$ cat config.mk
export PLATFORM = sky130hd
export DESIGN_NAME = pipeline_ctrl
export DESIGN_NICKNAME = d
export VERILOG_FILES = /design/src/rtl/pipeline_ctrl.sv
export SDC_FILE = /design/constraint.sdc
export NUM_CORES = 1
export LEC_CHECK = 0
export ABC_AREA = 1
export CORE_ASPECT_RATIO = 1.5
export CORE_MARGIN = 2
export CORE_UTILIZATION = 50
export DETAILED_ROUTE_END_ITERATION = 10
export GPL_TIMING_DRIVEN = 0
export PLACE_DENSITY = 0.77
export SLEW_MARGIN = 20
export SYNTH_ARGS = -nofsm -noshare
export SYNTH_HDL_FRONTEND = slang
export SYNTH_SLANG_ARGS = --single-unit
$ cat constraint.sdc
create_clock -name i_clk -period 2.2 [get_ports i_clk]
set_input_delay 0.44 -clock i_clk [delete_from_list [all_inputs] [get_ports i_clk]]
set_output_delay 0.44 -clock i_clk [all_outputs]
set_load 0.01 [all_outputs]
$ cat src/rtl/pipeline_ctrl.sv
// Pipeline hazard controller: tracks the destination tags of the instructions
// in EX/MA/WB and derives stall, freeze, flush, bubble and forwarding selects
// for the instruction currently sitting in ID.
module pipeline_ctrl #(
    parameter bit FWD_EN = 1'b1,
    parameter int CNT_W  = 16
) (
    input  logic             i_clk,
    input  logic             i_rst_n,
    input  logic             i_id_valid,
    input  logic [4:0]       i_id_rsa,
    input  logic [4:0]       i_id_rsb,
    input  logic             i_id_hz_rsa,
    input  logic             i_id_hz_rsb,
    input  logic [4:0]       i_id_rd,
    input  logic             i_id_wb_en,
    input  logic             i_id_ma_rd,
    input  logic             i_redirect,
    input  logic             i_mem_busy,
    output logic             o_stall,
    output logic             o_freeze,
    output logic             o_flush,
    output logic             o_bubble,
    output logic [1:0]       o_fwd_a,
    output logic [1:0]       o_fwd_b,
    output logic [CNT_W-1:0] o_stall_cnt
);

    typedef struct packed {
        logic       valid;
        logic [4:0] rd;
        logic       wb_en;
        logic       ld;
    } tag_t;

    tag_t ex_q, ma_q, wb_q, id_tag;

    logic a_ex, a_ma, a_wb, b_ex, b_ma, b_wb;
    logic load_use, any_hit, raw;

    // x0 is hardwired zero, so a source of 0 never depends on a producer.
    function automatic logic hit(input tag_t t, input logic [4:0] s, input logic hz);
        return hz && (s != 5'd0) && t.valid && t.wb_en && (t.rd == s);
    endfunction

    // Youngest producer wins: EX holds the newest value, WB the oldest.
    function automatic logic [1:0] fwd_sel(input logic ex, input logic ma, input logic wb);
        if (ex)      return 2'b01;
        else if (ma) return 2'b10;
        else if (wb) return 2'b11;
        else         return 2'b00;
    endfunction

    assign id_tag = '{valid: 1'b1, rd: i_id_rd, wb_en: i_id_wb_en, ld: i_id_ma_rd};

    // Hazard detection and control outputs; freeze outranks flush outranks stall.
    always_comb begin
        a_ex     = hit(ex_q, i_id_rsa, i_id_hz_rsa);
        a_ma     = hit(ma_q, i_id_rsa, i_id_hz_rsa);
        a_wb     = hit(wb_q, i_id_rsa, i_id_hz_rsa);
        b_ex     = hit(ex_q, i_id_rsb, i_id_hz_rsb);
        b_ma     = hit(ma_q, i_id_rsb, i_id_hz_rsb);
        b_wb     = hit(wb_q, i_id_rsb, i_id_hz_rsb);
        load_use = ex_q.ld && (a_ex || b_ex);
        any_hit  = a_ex || a_ma || a_wb || b_ex || b_ma || b_wb;
        raw      = FWD_EN ? load_use : any_hit;

        o_freeze = i_mem_busy;
        o_flush  = i_redirect && !i_mem_busy;
        o_stall  = i_id_valid && raw && !i_mem_busy && !i_redirect;
        o_bubble = o_stall || o_flush;
        o_fwd_a  = FWD_EN ? fwd_sel(a_ex, a_ma, a_wb) : 2'b00;
        o_fwd_b  = FWD_EN ? fwd_sel(b_ex, b_ma, b_wb) : 2'b00;
    end

    // Advance the tag slots; a bubble or empty ID enters EX as an invalid slot.
    always_ff @(posedge i_clk or negedge i_rst_n) begin
        if (!i_rst_n) begin
            ex_q <= '0;
            ma_q <= '0;
            wb_q <= '0;
        end else if (!i_mem_busy) begin
            wb_q <= ma_q;
            ma_q <= ex_q;
            ex_q <= (i_id_valid && !o_bubble) ? id_tag : tag_t'('0);
        end
    end

    // Saturating count of lost cycles (stall or freeze).
    always_ff @(posedge i_clk or negedge i_rst_n) begin
        if (!i_rst_n)
            o_stall_cnt <= '0;
        else if ((o_stall || o_freeze) && (o_stall_cnt != {CNT_W{1'b1}}))
            o_stall_cnt <= o_stall_cnt + 1'b1;
    end

endmodule

== Word-level counts from Yosys, hierarchy flattened ==
Cells that the tools add are included.

* Flip-flop bits (word level): 38
* Input port bits: 24
* Word-level logic and storage cells: 61

* $add $sub $neg: 1
* Equal/unequal tests: 7
* Multiplexer cells: 7
* Reductions and logical operators: 35

{| class="wikitable"
|+ Operators with widths
! cell !! number
|-
| 5-bit == test || 6
|-
| 1-bit logical AND || 27
|-
| 16-bit by 1-bit adder with 16-bit output (second input constant) || 1
|-
| 16-bit inequality test (second input constant) || 1
|-
| 2-bit two-way mux || 6
|-
| 5-bit nonzero test || 2
|-
| 8-bit two-way mux || 1
|-
| 1-bit logical NOT || 3
|-
| 1-bit logical OR || 3
|}

== Longest topological paths before layout ==
Gate-level depths: netlist of the first run.

* Word-level depth: 14
* Mapped depth: 13
* Mapped depth without buffers: 12

== Worst setup path before layout of the first run ==
Ideal clock, no wire load.

* Path type: in2out
* Start point: in i_id_rsa[3]
* End point: out o_fwd_a[1]
* Arrival time: 1361 ps
* Slack: 399 ps
* Stages on the path: 7
* Cell sequence: clkbuf_2 > inv_1 > nand2_1 > nand3_1 > nor4_1 > nand2_1 > a21boi_0

* Cells in the longest elaborated chain, start to end: 8
* Elaborated cells on any way between the ends: 17
* Those cells by class: 3 x eq/ne; 3 x mux; 11 x reduce/logical

{| class="wikitable"
|+ Ends and longest elaborated chain
! what !! RTL line !! source
|-
| from (decl) || 11 || <nowiki>input logic [4:0] i_id_rsa,</nowiki>
|-
| 5-bit nonzero test || 43 || <nowiki>return hz && (s != 5'd0) && t.valid && t.wb_en && (t.rd == s);</nowiki>
|-
| 1-bit logical AND (4 in a row) || 43 ||
|-
| 2-bit two-way mux || 50 || <nowiki>else if (wb) return 2'b11;</nowiki>
|-
| 2-bit two-way mux || 49 || <nowiki>else if (ma) return 2'b10;</nowiki>
|-
| 2-bit two-way mux (*) || 48 || <nowiki>if (ex) return 2'b01;</nowiki>
|-
| to (decl) || 24 || <nowiki>output logic [1:0] o_fwd_a,</nowiki>
|}

Every way passes the cells marked *; elsewhere a longest branch is shown, timed or not.

== Final worst setup path of the first run ==
* Start point: reg ex_q[2] in the netlist's numbering
* End point: out o_fwd_b[1]

* Cells in the longest elaborated chain, start to end: 3

{| class="wikitable"
|+ Ends and longest elaborated chain
! what !! RTL line !! source
|-
| from (decl) || 36 || <nowiki>tag_t ex_q, ma_q, wb_q, id_tag;</nowiki>
|-
| from (signal assigned) || 85 || <nowiki>ex_q <= (i_id_valid && !o_bubble) ? id_tag : tag_t'('0);</nowiki>
|-
| 5-bit == test || 43 ||
|-
| 1-bit logical AND || 43 ||
|-
| 2-bit two-way mux || 48 ||
|-
| to (decl) || 25 || <nowiki>output logic [1:0] o_fwd_b,</nowiki>
|}

Every way passes these cells.

==> results of run 1 <==
## through the flow
| step | hold slack [ns] | area [um^2] | total power, W | std cells |
|---|---|---|---|---|
| after floorplan | 0.1444 | 2470 | 0.001086 | 345 |
| after global placement | 0.4587 | 3013 | 0.001294 | 457 |
| after detailed placement | 0.3537 | 3028 | 0.001305 | 458 |
| after CTS | 0.04328 | 3163 | 0.001765 | 470 |
| after global routing | 0.04450 | 3229 | 0.001871 | 480 |
| final | 0.04015 | 3229 | 0.001767 | 480 |
## per-layer routing
metal  wire length, um  track usage (%)  vias to the layer above  part of all wire [%]
li1                  -                -                     1239                     -
met1              2823            28.76                     1171                    40
met2              3710            45.66                       69                    52
met3               268            4.748                       25                   3.8
met4               333            19.15                        0                   4.7
met5                 0                0                        -                     0
## cell usage in the layout, fill, tap and decap left out, types with 3 or more instances in the layout
| cell | Yosys | final |
|---|---|---|
| clkbuf_2 | 1 | 6 |
| xnor2_1 | 6 | 6 |
| clkdlybuf4s15_2 | 0 | 4 |
| nand3_1 | 36 | 36 |
| a21oi_1 | 8 | 8 |
| buf_4 | 1 | 16 |
| clkbuf_8 | 0 | 5 |
| o21ai_0 | 22 | 22 |
| nor3_1 | 7 | 7 |
| nor2_1 | 24 | 23 |
| inv_1 | 30 | 24 |
| dfrtp_1 | 38 | 37 |
| xor2_1 | 17 | 17 |
| dlygate4sd2_1 | 0 | 3 |
| buf_2 | 1 | 7 |
| nand2_1 | 115 | 109 |
| inv_2 | 5 | 11 |
| nand4_1 | 5 | 5 |
| clkdlybuf4s50_1 | 0 | 28 |
| nand2_2 | 3 | 9 |
## registers in the layout, summed over array words and instances (netlist names)
register / cells
o_stall_cnt: 16
ex_q: 8
wb_q: 7
ma_q: 7
## power breakdown
part	internal (W)	total [W]	switching [W]
sequential	0.000768	0.000864	0.0000966
clock	0.000213	0.000450	0.000237
combinational	0.000219	0.000453	0.000234
## path summary, 6_finish.rpt
path	endpoint	depth (start not counted)	slack [ns]
min in group i_clk	wb_q[1]	2	0.49
setup reg to reg	o_stall_cnt[14]	8	0.35
max in group asynchronous	wb_q[1]	2	1.72
setup / recovery	o_fwd_b[1]	8	0.07
hold / removal	ex_q[3]	1	0.04
hold reg to reg	wb_q[1]	2	0.49
## repair_timing
item | in CTS | in global routing
setup buffers | 5 | 10
resized for setup | 50 | 24
endpoints found under the hold margin | 0 | 0
pin swaps | 5 | 6
endpoints found under the setup margin | 7 | 6
## kinds of logic after synthesis
family,count (synthesis)
XOR/XNOR,23
buffers and inverters,44
AND/OR/NAND/NOR,203
adder cells (fa/ha/maj),1
flip-flops,38
AO/OA/AOI/OAI,36
## area by class of cell
cell class,count,area (um^2)
plain buffers,9,63.81
clock buffers,5,68.82
clock inverters,2,10.01
fillers,479,1580
inverters,35,131.4
multi-input cells,263,1376
flip-flops and latches,38,952.2
well taps,66,82.58
repair buffers,62,544.3
## worst reg2reg max path, cell delays in order (launching register included)
cell and delay (ns):
dfrtp_1 0.45, ha_1 0.23, nand3_2 0.13, nor2_4 0.16, and3_2 0.25, nand3_4 0.13
buf_2 0.24, nand3_1 0.11, nand2_1 0.05
==> results.json, run 1 <==
{
  "powerDensity_mw_per_mm2": 547.1,
  "critPathMaxStageDelay_ns": 0.41,
  "floorplan.initialDensity_pct": 51.35,
  "cap_violations": 0,
  "async_reset_ff_share_pct": 100.0,
  "ir_drop_mv": 0.5609,
  "synthTopCellsByArea": "dfrtp_1 (39%), nand2_1 (17%), nand3_1 (7.3%)",
  "via_count": 2504,
  "synth_top_flop_cell": "dfrtp_1",
  "grt_max_degree": 27,
  "path_delay_family": "buffers and inverters",
  "drt_iter0_drc": 146,
  "worstSetupEndpointType": "primary output",
  "routed_via_density": 5.217,
  "drc_errors": 0,
  "syn-cell-area_mm2": 0.002470,
  "drtAntennaViolNets": 0,
  "ys_seq_area_share_pct": 38.50,
  "pin_count": 48,
  "grt_pass1_vias": 2528,
  "hold_viol_final": 0,
  "netlist.area_leader.share_pct": 38.50,
  "wire_per_inst_um": 14.86,
  "io_buffers": 46,
  "max-clock-path-buffers": 2,
  "num_rows": 31,
  "die_width_um": 61.39,
  "nets": 439,
  "setup-violations-final": 0,
  "grtUsageTotal_pct": 27.16,
  "synth_most_common_cell": "nand2_1",
  "drt_pass1_iterations": 4,
  "yosysUniqueCellTypes": 33,
  "fmax_mhz": 469.7,
  "regToRegStartpoint": "o_stall_cnt[0]",
  "synth_warnings": 0,
  "ys_ff_latch": 38,
  "path_clk_slew_ns": 0.07,
  "setup_slack_ns": 0.07099,
  "cts_tree": "yes",
  "synthXorXnorAreaFrac_pct": 8.156,
  "antenna_found_initial": 0,
  "syn-num-nets": 370,
  "grt_first_pass_wirelength_um": 11320,
  "rsz0062_at_grt": "no",
  "slew_headroom_pct": 67.68,
  "wl_um": 7135,
  "synth_top_family_by_area": "simple AND/OR/NAND/NOR gates",
  "drive_above_1_share_pct": 19.57,
  "fin_crit_ns": 2.129,
  "dp_hpwl_um": 5243,
  "synth_simple_gate_area_share_pct": 37.34,
  "syn_inst": 345,
  "critPathKind": "reg -> out",
  "die_height_um": 90.08,
  "avgSynthCellArea_um2": 7.159,
  "synth_edf_count": 0,
  "cp_common_cell": "buf_4",
  "worst-path-max-fanout": 3,
  "synthTopCellsByCount": "nand2_1 (115), dfrtp_1 (38), nand3_1 (36)",
  "status": "finished clean",
  "antenna_cells": 0,
  "clkLatencyLatePin_ns": 0.28,
  "cts_hold_buffers": 0,
  "leakagePower_nw": 1.567,
  "clock-skew-final_ns": 0.002255,
  "cp_slowest_cell": "dfrtp_1",
  "synthMuxAreaShare_pct": 0,
  "clockRootBuffer": "clkbuf_8",
  "gp_congestion": 0.9178,
  "post-route-util_pct": 67.14,
  "slew_violations": 0,
  "hp-class": "in -> async",
  "grt_overflow": 0,
  "synthToLayoutAreaGrowth_pct": 30.75,
  "fin_crit_sh_pct": 96.77,
  "dieArea_mm2": 0.005530,
  "path_cells": "inv_2 -> buf_4 -> nand2_2 -> and3_1 -> nand4_1 -> buf_4 -> a21boi_0 -> buf_2",
  "worstSetupStartpoint": "ex_q[2]",
  "synth_top_cell_by_area": "dfrtp_1",
  "place_ws_ns": -0.7892,
  "htreeDepth": 2,
  "arrival_ns": 1.69,
  "cp_data_required_time_ns": 1.76,
  "core_mm2": 0.004810,
  "cts_made_buffers": 5,
  "finalSetupTns_ns": 0,
  "worst_pin_slew_ns": 0.4811,
  "synth-compound-area-share_pct": 7.953,
  "worstSetupStartpointType": "register",
  "critPathBufInv": 4,
  "synth_fa_ha_area_share_pct": 0.5066,
  "cts.sinks": 38
}
Note: power is estimated with default switching activity, not from simulation.
==> inputs of run 2 (changes only) <==
--- a/config.mk
+++ b/config.mk
@@ -6,6 +6,7 @@
 export NUM_CORES = 1
 export LEC_CHECK = 0
 export ABC_AREA = 1
+export CAP_MARGIN = 0
 export CORE_ASPECT_RATIO = 1.5
 export CORE_MARGIN = 2
 export CORE_UTILIZATION = 50
==> results of run 2 <==
No change in the layout: final DEF, timing and power equal those of run 1.
==> inputs of run 3 (changes only) <==
--- a/config.mk
+++ b/config.mk
@@ -13,6 +13,7 @@
 export DETAILED_ROUTE_END_ITERATION = 10
 export GPL_TIMING_DRIVEN = 0
 export PLACE_DENSITY = 0.77
+export SETUP_SLACK_MARGIN = 0.2
 export SLEW_MARGIN = 20
 export SYNTH_ARGS = -nofsm -noshare
 export SYNTH_HDL_FRONTEND = slang
==> results.json, run 3 (synthesized netlist as in run 1, its figures left out) <==
{
  "path_delay_family": "simple AND/OR/NAND/NOR gates",
  "cap_violations": 0,
  "mostFrequentLayoutCell": "nand2_1",
  "drive_above_1_share_pct": 21.88,
  "cp_data_required_time_ns": 1.76,
  "worstSetupEndpointType": "primary output",
  "regArea_um2": 954.7,
  "final_cell_mix": "nand2_1 (111), nand3_1 (36), dfrtp_1 (35), clkdlybuf4s50_1 (28), nor2_1 (23)",
  "status": "finished clean",
  "die_width_um": 61.39,
  "fmax_mhz": 477.9,
  "nFillCells": 476,
  "p_sw_share_pct": 32.06,
  "top_register": "o_stall_cnt",
  "path_cells": "xnor2_1 -> nand3_1 -> nor4_4 -> buf_4 -> nand2_1 -> a21boi_1 -> buf_2",
  "gp_congestion": 0.9178,
  "floorplan.initialDensity_pct": 51.35,
  "max-clock-path-buffers": 2,
  "grtUsageTotal_pct": 27.50,
  "worst_pin_slew_ns": 0.4734,
  "leakagePower_nw": 1.576,
  "critPathKind": "reg -> out",
  "grt_first_pass_wirelength_um": 11520,
  "slew_headroom_pct": 68.20,
  "grt_max_degree": 27,
  "multi_input_comb_area_mm2": 0.001391,
  "post-place-cells": 458,
  "die_height_um": 90.08,
  "synthToLayoutAreaGrowth_pct": 32.12,
  "io_buffers": 46,
  "whs_ns": 0.03782,
  "clkLatencyLatePin_ns": 0.28,
  "drt_iter0_drc": 122,
  "ir_drop_mv": 0.5649,
  "routed_via_density": 5.295,
  "cts_made_buffers": 5,
  "pin_count": 48,
  "worst-path-max-fanout": 2,
  "cts_tree": "yes",
  "fin_crit_sh_pct": 95.10,
  "top_regs": "o_stall_cnt (16), ex_q (8)",
  "arrival_ns": 1.65,
  "num_rows": 31,
  "core_mm2": 0.004810,
  "grt_pass1_vias": 2539,
  "p_int_w": 0.001205,
  "clockRootBuffer": "clkbuf_8",
  "via_count": 2552,
  "critPathBufInv": 2,
  "rsz0062_at_grt": "yes",
  "dieArea_mm2": 0.005530,
  "nets": 441,
  "setup-violations-final": 0,
  "drtAntennaViolNets": 0,
  "power_frac_clock_pct": 25.4,
  "seq_power_share_pct": 48.7,
  "netSwitchingPower_w": 0.0005687,
  "post-route-util_pct": 67.85,
  "worstSetupStartpointType": "register",
  "wl_um": 7077,
  "cts.sinks": 38,
  "clock-skew-final_ns": 0.003201,
  "hp-class": "in -> async",
  "cp_slowest_cell": "dfrtp_1",
  "powerDensity_mw_per_mm2": 543.6,
  "p_comb_share_pct": 26.0,
  "largest_reg_flops": 16,
  "wire_per_inst_um": 14.68,
  "antenna_found_initial": 0,
  "antenna_cells": 0,
  "instances_no_fill": 482,
  "critPathMaxStageDelay_ns": 0.40,
  "slew_violations": 0,
  "drt_pass1_iterations": 4,
  "drc_errors": 0,
  "htreeDepth": 2,
  "grt_overflow": 0,
  "path_clk_slew_ns": 0.07,
  "fin_crit_ns": 2.092,
  "hold_viol_final": 0,
  "dp_hpwl_um": 5243
}
## run 3: per-layer routing
layer | vias up | share of wire, % | GRT usage [%] | wire length [um]
met4 | 0 | 5.3 | 17.73 | 377
li1 | 1242 | - | - | -
met5 | - | 0 | 0 | 0
met2 | 88 | 51 | 46.45 | 3626
met3 | 30 | 4.5 | 4.029 | 317
met1 | 1192 | 39 | 30.25 | 2756
## run 3: path summary, 6_finish.rpt
kind,startpoint,endpoint,slack (ns),cells after the start
worst max-delay path,wb_q[4],o_fwd_a[1],0.11,7
worst min-delay path,i_rst_n,o_stall_cnt[10],0.04,1
worst max register to register,ex_q[5],o_stall_cnt[8],0.37,13
worst min register to register,wb_q[1],wb_q[1],0.49,2
max in group asynchronous,i_rst_n,wb_q[3],1.71,2
min in group i_clk,wb_q[1],wb_q[1],0.49,2
## run 3: what timing repair did
action                     in CTS  in global routing
pin swaps                      10                 10
gates cloned                    0                  0
setup endpoints to repair      18                 12
hold buffers                    0                  0
setup buffers                  14                  3
gates resized for setup        78                 14
## run 3: power by group through the flow
stage / combinational, W / sequential, W / clock [W]
after floorplan: 0.000213 / 0.000873 / 0
after CTS: 0.000456 / 0.000860 / 0.000462
final: 0.000461 / 0.000863 / 0.000450
after detailed placement: 0.000434 / 0.000872 / 0
after global placement: 0.000423 / 0.000871 / 0
after global routing: 0.000510 / 0.000874 / 0.000495
## run 3: layout make-up
class	count	area share, %
clock buffer	5	2.109
timing repair buffer	64	17.18
buffer	9	1.956
clock inverter	2	0.3067
multi-input combinational	263	42.64
sequential	38	29.26
inverter	35	4.026
tap	66	2.531
## run 3: through the flow
step	area, um^2	setup slack [ns]	power (W)	setup TNS (ns)
after floorplan	2470	0.3991	0.001086	0
after global placement	3013	-0.7407	0.001294	-13.05
after detailed placement	3028	-0.7892	0.001305	-6.471
after CTS	3219	0.09180	0.001778	0
after global routing	3263	0.02069	0.001879	0
final	3263	0.1077	0.001774	0
